$ cat src/rtl/trng_buf_stream.sv
// TRNG word assembler with a show-ahead FIFO and a button-triggered burst streamer.
// Optional repetition-count health test is enabled with `define TRNG_HEALTH_EN.
module trng_buf_stream #(
   parameter int WORD_W     = 32,
   parameter int DEPTH      = 16,
   parameter int BURST_LEN  = 8,
   parameter int RCT_CUTOFF = 32
) (
   input  logic                     clk,
   input  logic                     rst,
   input  logic                     rnd_bit,
   input  logic                     rnd_valid,
   input  logic                     button,
   output logic [WORD_W-1:0]        data_out,
   output logic                     out_valid,
   input  logic                     out_ready,
   output logic                     loading_out,
   output logic                     full,
   output logic                     empty,
   output logic [$clog2(DEPTH):0]   level,
   output logic [15:0]              drop_cnt,
   output logic                     health_fail
);

   localparam int AW  = $clog2(DEPTH);
   localparam int LW  = AW + 1;
   localparam int BCW = $clog2(WORD_W) + 1;
   localparam logic [LW-1:0]  DEPTH_L  = LW'(DEPTH);
   localparam logic [LW-1:0]  ONE_L    = LW'(1);
   localparam logic [BCW-1:0] BIT_LAST = BCW'(WORD_W - 1);
   localparam logic [15:0]    BURST_L  = 16'(BURST_LEN);

   if (WORD_W < 2 || DEPTH < 2 || (DEPTH & (DEPTH - 1)) != 0 ||
       BURST_LEN < 1 || BURST_LEN > 65535 || RCT_CUTOFF < 2) begin : g_bad_param
      $error("trng_buf_stream: illegal parameter combination");
   end

   typedef enum logic [0:0] {ST_IDLE = 1'b0, ST_SEND = 1'b1} state_t;

   logic [WORD_W-2:0] acc_r;
   logic [BCW-1:0]    bit_cnt_r;
   logic [WORD_W-1:0] word_s;
   logic [WORD_W-1:0] mem_r [DEPTH];
   logic [AW-1:0]     wr_ptr_r, rd_ptr_r;
   logic [LW-1:0]     level_r, level_nxt_s;
   logic              full_r, empty_r;
   logic [15:0]       drop_cnt_r;
   logic              btn_meta_r, btn_sync_r, btn_prev_r, req_s;
   state_t            state_r, state_nxt_s;
   logic [15:0]       burst_cnt_r, burst_nxt_s;
   logic              word_done_s, push_ok_s, drop_s, pop_s, out_valid_s;
   logic              inhibit_s, discard_s;

`ifdef TRNG_HEALTH_EN
   localparam int RW = $clog2(RCT_CUTOFF) + 1;
   localparam logic [RW-1:0] RCT_L = RW'(RCT_CUTOFF);

   logic [RW-1:0] rct_cnt_r, rct_cnt_nxt_s;
   logic          rct_last_r, health_fail_r, rct_trip_s;

   // Run length of the current bit value; a fresh run starts at 1.
   always_comb begin
      rct_cnt_nxt_s = RW'(1);
      if (rct_cnt_r != {RW{1'b0}} && rnd_bit == rct_last_r) begin
         rct_cnt_nxt_s = rct_cnt_r + RW'(1);
      end else begin
         rct_cnt_nxt_s = RW'(1);
      end
      rct_trip_s = rnd_valid && !health_fail_r && (rct_cnt_nxt_s == RCT_L);
   end

   // Repetition-count state; the alarm latches until reset and freezes the counter.
   always_ff @(posedge clk or negedge rst) begin
      if (!rst) begin
         rct_cnt_r     <= {RW{1'b0}};
         rct_last_r    <= 1'b0;
         health_fail_r <= 1'b0;
      end else if (rnd_valid && !health_fail_r) begin
         rct_cnt_r  <= rct_cnt_nxt_s;
         rct_last_r <= rnd_bit;
         if (rct_trip_s) begin
            health_fail_r <= 1'b1;
         end
      end
   end

   assign health_fail = health_fail_r;
   assign inhibit_s   = health_fail_r | rct_trip_s;
   assign discard_s   = rct_trip_s;
`else
   assign health_fail = 1'b0;
   assign inhibit_s   = 1'b0;
   assign discard_s   = 1'b0;
`endif

   // First bit received lands in the MSB once WORD_W bits have been shifted in.
   assign word_s      = {acc_r, rnd_bit};
   assign word_done_s = rnd_valid && (bit_cnt_r == BIT_LAST) && !inhibit_s;
   assign out_valid_s = (state_r == ST_SEND) && !empty_r;
   assign pop_s       = out_valid_s && out_ready;
   assign push_ok_s   = word_done_s && (!full_r || pop_s);
   assign drop_s      = word_done_s && full_r && !pop_s;

   // Serial word accumulator and bit counter.
   always_ff @(posedge clk or negedge rst) begin
      if (!rst) begin
         acc_r     <= {(WORD_W-1){1'b0}};
         bit_cnt_r <= {BCW{1'b0}};
      end else if (discard_s) begin
         acc_r     <= {(WORD_W-1){1'b0}};
         bit_cnt_r <= {BCW{1'b0}};
      end else if (rnd_valid) begin
         acc_r     <= word_s[WORD_W-2:0];
         bit_cnt_r <= (bit_cnt_r == BIT_LAST) ? {BCW{1'b0}} : bit_cnt_r + BCW'(1);
      end
   end

   // Occupancy after this cycle's push/pop.
   always_comb begin
      level_nxt_s = level_r;
      case ({push_ok_s, pop_s})
         2'b10:   level_nxt_s = level_r + ONE_L;
         2'b01:   level_nxt_s = level_r - ONE_L;
         default: level_nxt_s = level_r;
      endcase
   end

   // FIFO storage; no reset needed since data_out is masked while empty.
   always_ff @(posedge clk) begin
      if (push_ok_s) begin
         mem_r[wr_ptr_r] <= word_s;
      end
   end

   // FIFO pointers, registered status flags and saturating drop counter.
   always_ff @(posedge clk or negedge rst) begin
      if (!rst) begin
         wr_ptr_r   <= {AW{1'b0}};
         rd_ptr_r   <= {AW{1'b0}};
         level_r    <= {LW{1'b0}};
         full_r     <= 1'b0;
         empty_r    <= 1'b1;
         drop_cnt_r <= 16'd0;
      end else begin
         if (push_ok_s) begin
            wr_ptr_r <= wr_ptr_r + AW'(1);
         end
         if (pop_s) begin
            rd_ptr_r <= rd_ptr_r + AW'(1);
         end
         level_r <= level_nxt_s;
         full_r  <= (level_nxt_s == DEPTH_L);
         empty_r <= (level_nxt_s == {LW{1'b0}});
         if (drop_s && drop_cnt_r != 16'hFFFF) begin
            drop_cnt_r <= drop_cnt_r + 16'd1;
         end
      end
   end

   // Button synchroniser plus edge-detect history.
   always_ff @(posedge clk or negedge rst) begin
      if (!rst) begin
         btn_meta_r <= 1'b0;
         btn_sync_r <= 1'b0;
         btn_prev_r <= 1'b0;
      end else begin
         btn_meta_r <= button;
         btn_sync_r <= btn_meta_r;
         btn_prev_r <= btn_sync_r;
      end
   end

   assign req_s = btn_sync_r && !btn_prev_r;

   // Burst FSM next state; presses during SEND are deliberately dropped.
   always_comb begin
      state_nxt_s = state_r;
      burst_nxt_s = burst_cnt_r;
      case (state_r)
         ST_IDLE: begin
            if (req_s) begin
               state_nxt_s = ST_SEND;
               burst_nxt_s = BURST_L;
            end else begin
               state_nxt_s = ST_IDLE;
            end
         end
         ST_SEND: begin
            if (pop_s) begin
               burst_nxt_s = burst_cnt_r - 16'd1;
               state_nxt_s = (burst_cnt_r == 16'd1) ? ST_IDLE : ST_SEND;
            end else begin
               state_nxt_s = ST_SEND;
            end
         end
         default: begin
            state_nxt_s = ST_IDLE;
            burst_nxt_s = 16'd0;
         end
      endcase
   end

   // Burst FSM state register.
   always_ff @(posedge clk or negedge rst) begin
      if (!rst) begin
         state_r     <= ST_IDLE;
         burst_cnt_r <= 16'd0;
      end else begin
         state_r     <= state_nxt_s;
         burst_cnt_r <= burst_nxt_s;
      end
   end

   assign data_out    = empty_r ? {WORD_W{1'b0}} : mem_r[rd_ptr_r];
   assign out_valid   = out_valid_s;
   assign loading_out = (state_r == ST_SEND);
   assign full        = full_r;
   assign empty       = empty_r;
   assign level       = level_r;
   assign drop_cnt    = drop_cnt_r;

endmodule

$ cat config.mk
export PLATFORM = sky130hd
export DESIGN_NAME = trng_buf_stream
export DESIGN_NICKNAME = d
export VERILOG_FILES = /design/src/rtl/trng_buf_stream.sv
export SDC_FILE = /design/constraint.sdc
export NUM_CORES = 1
export LEC_CHECK = 0
export CORE_ASPECT_RATIO = 0.5
export CORE_MARGIN = 2
export CORE_UTILIZATION = 50
export DETAILED_ROUTE_END_ITERATION = 16
export PLACE_DENSITY = 0.77
export SKIP_CTS_REPAIR_TIMING = 1
export SLEW_MARGIN = 20
export SYNTH_ARGS = -nofsm -noshare
export SYNTH_HDL_FRONTEND = slang
export SYNTH_SLANG_ARGS = --single-unit
$ cat constraint.sdc
create_clock -name clk -period 9.12 [get_ports clk]
set_input_delay 1.824 -clock clk [delete_from_list [all_inputs] [get_ports clk]]
set_output_delay 1.824 -clock clk [all_outputs]
set_load 0.1 [all_outputs]
* Word-level counts from Yosys, hierarchy flattened
Memories as Yosys holds them, arrays and structs flattened.
Cells that the tools add are included.
** Cells by class
- Shift-type cells :: 0
- Mux-type cells :: 12
- Add/subtract/negate cells :: 7
- Bitwise logic cells :: 1
- Equality and inequality tests :: 8
- $lt $le $gt $ge :: 0
- Reductions and logical operators :: 15
- Divide/modulo/power cells :: 0
- Multipliers :: 0
** Operators by type and width (number)
- two-way mux 16 bit :: 2
- two-way mux 32 bit :: 1
- one-hot mux 16 bit (2 select lines) :: 1
- adder 16 x 1 -> 16 bit (second input constant) :: 1
- equality test 16 x 1 -> 1 bit (second input constant) :: 1
- inequality test 16 bit (second input constant) :: 1
- subtractor 16 x 1 -> 16 bit (second input constant) :: 1
- one-hot mux 5 bit (2 select lines) :: 1
- adder 4 x 1 -> 4 bit (second input constant) :: 2
- logical AND 1 bit :: 8
- adder 6 x 1 -> 6 bit (second input constant) :: 1
- equality test 6 x 5 -> 1 bit (second input constant) :: 1
- two-way mux 6 bit :: 1
- adder 5 x 1 -> 5 bit (second input constant) :: 1
- equality test 5 bit (second input constant) :: 1
- logical NOT 5 bit :: 1
- two-way mux 1 bit :: 5
- subtractor 5 x 1 -> 5 bit (second input constant) :: 1
- logical NOT 1 bit :: 4
- equality test 2 x 1 -> 1 bit (second input constant) :: 1
- equality test 2 bit (second input constant) :: 1
- inequality test 2 x 1 -> 1 bit (second input constant) :: 1
- inequality test 2 bit (second input constant) :: 1
- one-hot mux 1 bit (2 select lines) :: 1
- 3 further kinds :: 3
** Storage, ports and cells
- Memory bits (read-only) :: 0
- Output and inout bits :: 58
- Memories kept :: 1
- Register bits after elaboration :: 88
- Logic and storage cells :: 57
- Bits in writable memories :: 512
- Latch bits :: 0
- Input bits :: 6
** Memory list
- mem_r :: depth 16, bits a word 32, read ports 1, clocked after Yosys merged registers in 0, wr ports 1, RTL line 43 : logic [WORD_W-1:0] mem_r [DEPTH];

* Logic depth before layout (Yosys ltp)
- Word-level depth :: 8
- Gate-level depth with buffers :: 14
- Gate-level depth less buffers :: 13

* Least setup slack after synthesis
Ideal clock, no wire load.
- Path kind :: in2reg
- Start point :: in rnd_valid
- End point :: mem mem_r[3][0] (enable)
- Data required time :: 8.659 ns
- Stages :: 6
- Buffers on the path :: 1
- Arrival time :: 5.018 ns
- Setup slack :: 3.641 ns
- Library setup time :: 0.461 ns
- Cells stage by stage :: buf_4 > nand4_2 > and2b_1 > a21boi_4 > nand2_1 > nor3_1
** Between the ends
- Cells in the longest elaborated chain, start to end :: 4
** Ends and longest elaborated chain
- from (decl) :: RTL line 12 : input logic rnd_valid,
- logical AND 1 bit :: RTL line 98 : assign word_done_s = rnd_valid && (bit_cnt_r == BIT_LAST) && !inhibit_s;
- logical AND 1 bit :: RTL line 101 : assign push_ok_s = word_done_s && (!full_r || pop_s);
- two-way mux 1 bit :: RTL line 130 : if (push_ok_s) begin
- two-way mux 1 bit (implied by the code) :: RTL line 131 : mem_r[wr_ptr_r] <= word_s;
- to (decl) :: RTL line 43
No other way between the ends.

* Worst setup path in the final report
- Start point :: reg rd_ptr_r[0]
- End point :: out data_out[9]
** Between the ends
- Cells in the longest elaborated chain, start to end :: 2
** Ends and longest elaborated chain
- from (decl) :: RTL line 44 : logic [AW-1:0] wr_ptr_r, rd_ptr_r;
- from (signal assigned) :: RTL line 139 : rd_ptr_r <= {AW{1'b0}};
- from (signal assigned) :: RTL line 149 : rd_ptr_r <= rd_ptr_r + AW'(1);
- memory read (16 x 32 bit)
- two-way mux 32 bit :: RTL line 214 : assign data_out = empty_r ? {WORD_W{1'b0}} : mem_r[rd_ptr_r];
- to (decl) :: RTL line 14 : output logic [WORD_W-1:0] data_out,
No other way between the ends.

==> flow_summary.toml <==
[status]
run_status = "finished clean"

[yosys]
synth_commonest_cells = "512 x edfxtp_1, 128 x mux4_2, 87 x dfrtp_1"
synthDistinctLibCells = 57
synth_nets = 1152
avgSynthCellArea_um2 = 20.7
yosysMostFrequentCell = "edfxtp_1"
synthArstFlopShare_pct = 14.7
synth_seq_cells = 600
syn_area_mm2 = 0.0234
syn-instance-count = 1134
synth_flop_cell = "edfxtp_1"
ys_seq_area_share_pct = 75.0
synth_edf_count = 512
ys_warn_count = 0
netlist_top_cells_area = "edfxtp_1 66%, mux4_2 12%, dfrtp_1 9.3%"
yosysTopAreaCellShare_pct = 65.6
yosysTopAreaCell = "edfxtp_1"

[layout]
finish.utilization_pct = 57.0
drive_above_1_share_pct = 23.8
nNetsFinal = 1241
area_growth_pct = 13.3
stdcell_count = 1903
fillers = 3295
num_antenna_cells = 0

[sta]
maxSlewViolCount = 0
relSlewSlack_pct = 30.7
finClkSkew_ns = 0.0206
final-hold-violation-count = 0
period_needed_ns = 6.29
fin_crit_sh_pct = 69.0
fmax_ghz = 0.159
worstMarginPinSlew_ns = 1.04
setup_viol = 0
rsz0062_at_grt = "no"
tns_ns = 0

[route]
dr_total_vias = 11500
drt-pass1-iter-count = 5
via_per_inst = 6.04
routed_wl_um = 48400
drt-initial-drc-count = 1403
wl_per_cell_um = 25.4
drc_errors = 0
drtAntennaViolNets = 0

[global_routing]
grt_max_degree = 58
first_global_vias = 11900
grt_pass1_wl_um = 72900
antenna_found_initial = 0
overflow = 0
grt_use_total_pct = 20.3

[clock_tree]
clockRootBuffer = "clkbuf_16"
clk_path_buf_depth = 3
htreeDepth = 2
cts_made_buffers = 52
cts_tree = "done"
path_clk_slew_ns = 0.06
cts_sinks = 600
worstSkewPairLatency_ns = 0.59

[power_and_ir_drop]
vdd_drop_max_mv = 0.243
power.leakage_uw = 0.00879
power_density_mw_per_mm2 = 343
total_power_uw = 9100

[worst_setup_path]
worstPathBufferInverterCount = 2
critical_path_class = "reg -> out"
crit_path_max_incr_delay_ns = 1.21
endpoint_kind = "output pin"
crit_arrival_ns = 4.47
crit_chain = "buf_4 -> mux4_2 -> mux2i_1 -> o22ai_1 -> clkdlybuf4s50_1"
cp-start-kind = "flip-flop"
cp.required_ns = 7.30
slowest_stage = "clkdlybuf4s50_1"
cp_top_family = "buffers and inverters"
crit_fanout = 48

[flow_run]
maxCapViolations = 0

[placed_design]
placement.io_buffers = 62
hpwlAfterDp_um = 24400
gp_congestion = 0.764
post-place-cells = 1807

[floorplanning]
rows = 56
ios = 64
initial_core_util_pct = 50.3
die_area_mm2 = 0.0487
core_mm2 = 0.0466
die_h_um = 157
die_width_um = 310

[min_path]
hold_path.class = "reg -> reg"
worst register-to-register path: cells and delay by family (launching register included):
family | cells | cell delay, ns
simple gates | 4 | 0.93
fa+ha+maj | 3 | 0.75
compound gates | 2 | 0.47
flops | 1 | 0.39
xor+xnor | 2 | 0.30
mux | 1 | 0.23
buf+inv | 1 | 0.11
power by group:
| group | switching, µW | internal, µW |
|---|---|---|
| combinational | 2020 | 1110 |
| sequential | 473 | 3370 |
| clock | 974 | 1160 |
| total | 3470 | 5630 |
kinds of logic (layout without fill, tap and decap cells):
| logic type | count (synthesis) | count (layout) | synth area share, % |
|---|---|---|---|
| mux | 228 | 228 | 16.8 |
| flops | 600 | 600 | 75.0 |
| fa+ha+maj | 12 | 12 | 0.640 |
| other cells | 1 | 1 | 0.0160 |
| buf+inv | 62 | 193 | 1.23 |
| xor+xnor | 41 | 41 | 1.53 |
| simple gates | 135 | 135 | 3.13 |
| compound gates | 55 | 55 | 1.69 |
area by class of cell:
type / instances / area, µm² / area share [%]
sequential: 600 / 17600 / 66.2
multi-input combinational: 472 / 5690 / 21.4
clock buffer: 68 / 1410 / 5.31
timing repair buffer: 89 / 816 / 3.07
tap: 638 / 798 / 3.01
clock inverter: 28 / 233 / 0.876
inverter: 8 / 30.0 / 0.113
metrics by stage:
step | worst slack, ns | hold slack, ns | instance area, µm²
2_1_floorplan | 3.64 | 0.331 | 23400
3_3_place_gp | 3.44 | 0.343 | 24900
3_5_place_dp | 3.39 | 0.343 | 24900
4_1_cts | 2.73 | 0.358 | 26600
5_1_grt | 2.55 | 0.363 | 26600
6_report | 2.83 | 0.351 | 26600
flip-flops by register name, indices dropped and copies added, names as in the netlist, 4 cells and up:
name         cells
level            5
rd_ptr_r         4
bit_cnt_r        6
burst_cnt_r     16
wr_ptr_r         4
acc_r           31
mem_r          512
drop_cnt        16
worst paths after layout:
check | cells after the start | slack [ns] | start | end
worst max register to register | 13 | 5.88 | bit_cnt_r[0] | full
worst max-delay path | 5 | 2.83 | rd_ptr_r[0] | data_out[9]
worst min-delay path | 0 | 0.35 | btn_meta_r | btn_sync_r
worst min register to register | 0 | 0.35 | btn_meta_r | btn_sync_r
max in group asynchronous | 2 | 6.66 | rst | drop_cnt[10]
min in group asynchronous | 1 | 1.22 | rst | level[1]
per-layer routing:
layer	global-route usage, %	vias to the layer above	routed length [µm]	share of wire, %
li1	-	4790	-	-
met1	29.2	6119	20000	41
met2	32.7	510	23600	49
met3	3.64	73	3870	8.0
met4	4.85	0	890	1.8
met5	0	-	0	0
cell usage in the layout (no fill, tap or decap), types with 12 or more instances in the layout:
master | netlist | routed
mux4_2 | 128 | 128
o22ai_1 | 32 | 32
clkdlybuf4s50_1 | 0 | 60
xor2_1 | 13 | 13
dfrtp_1 | 87 | 84
nor2_4 | 0 | 12
clkinv_2 | 0 | 12
nor2_1 | 40 | 28
edfxtp_1 | 512 | 512
xnor2_1 | 28 | 28
mux2i_1 | 66 | 66
nand2_1 | 28 | 28
ha_1 | 12 | 12
buf_4 | 12 | 28
clkbuf_16 | 0 | 52
mux2_2 | 32 | 32
(Power assumes the default switching activity.)
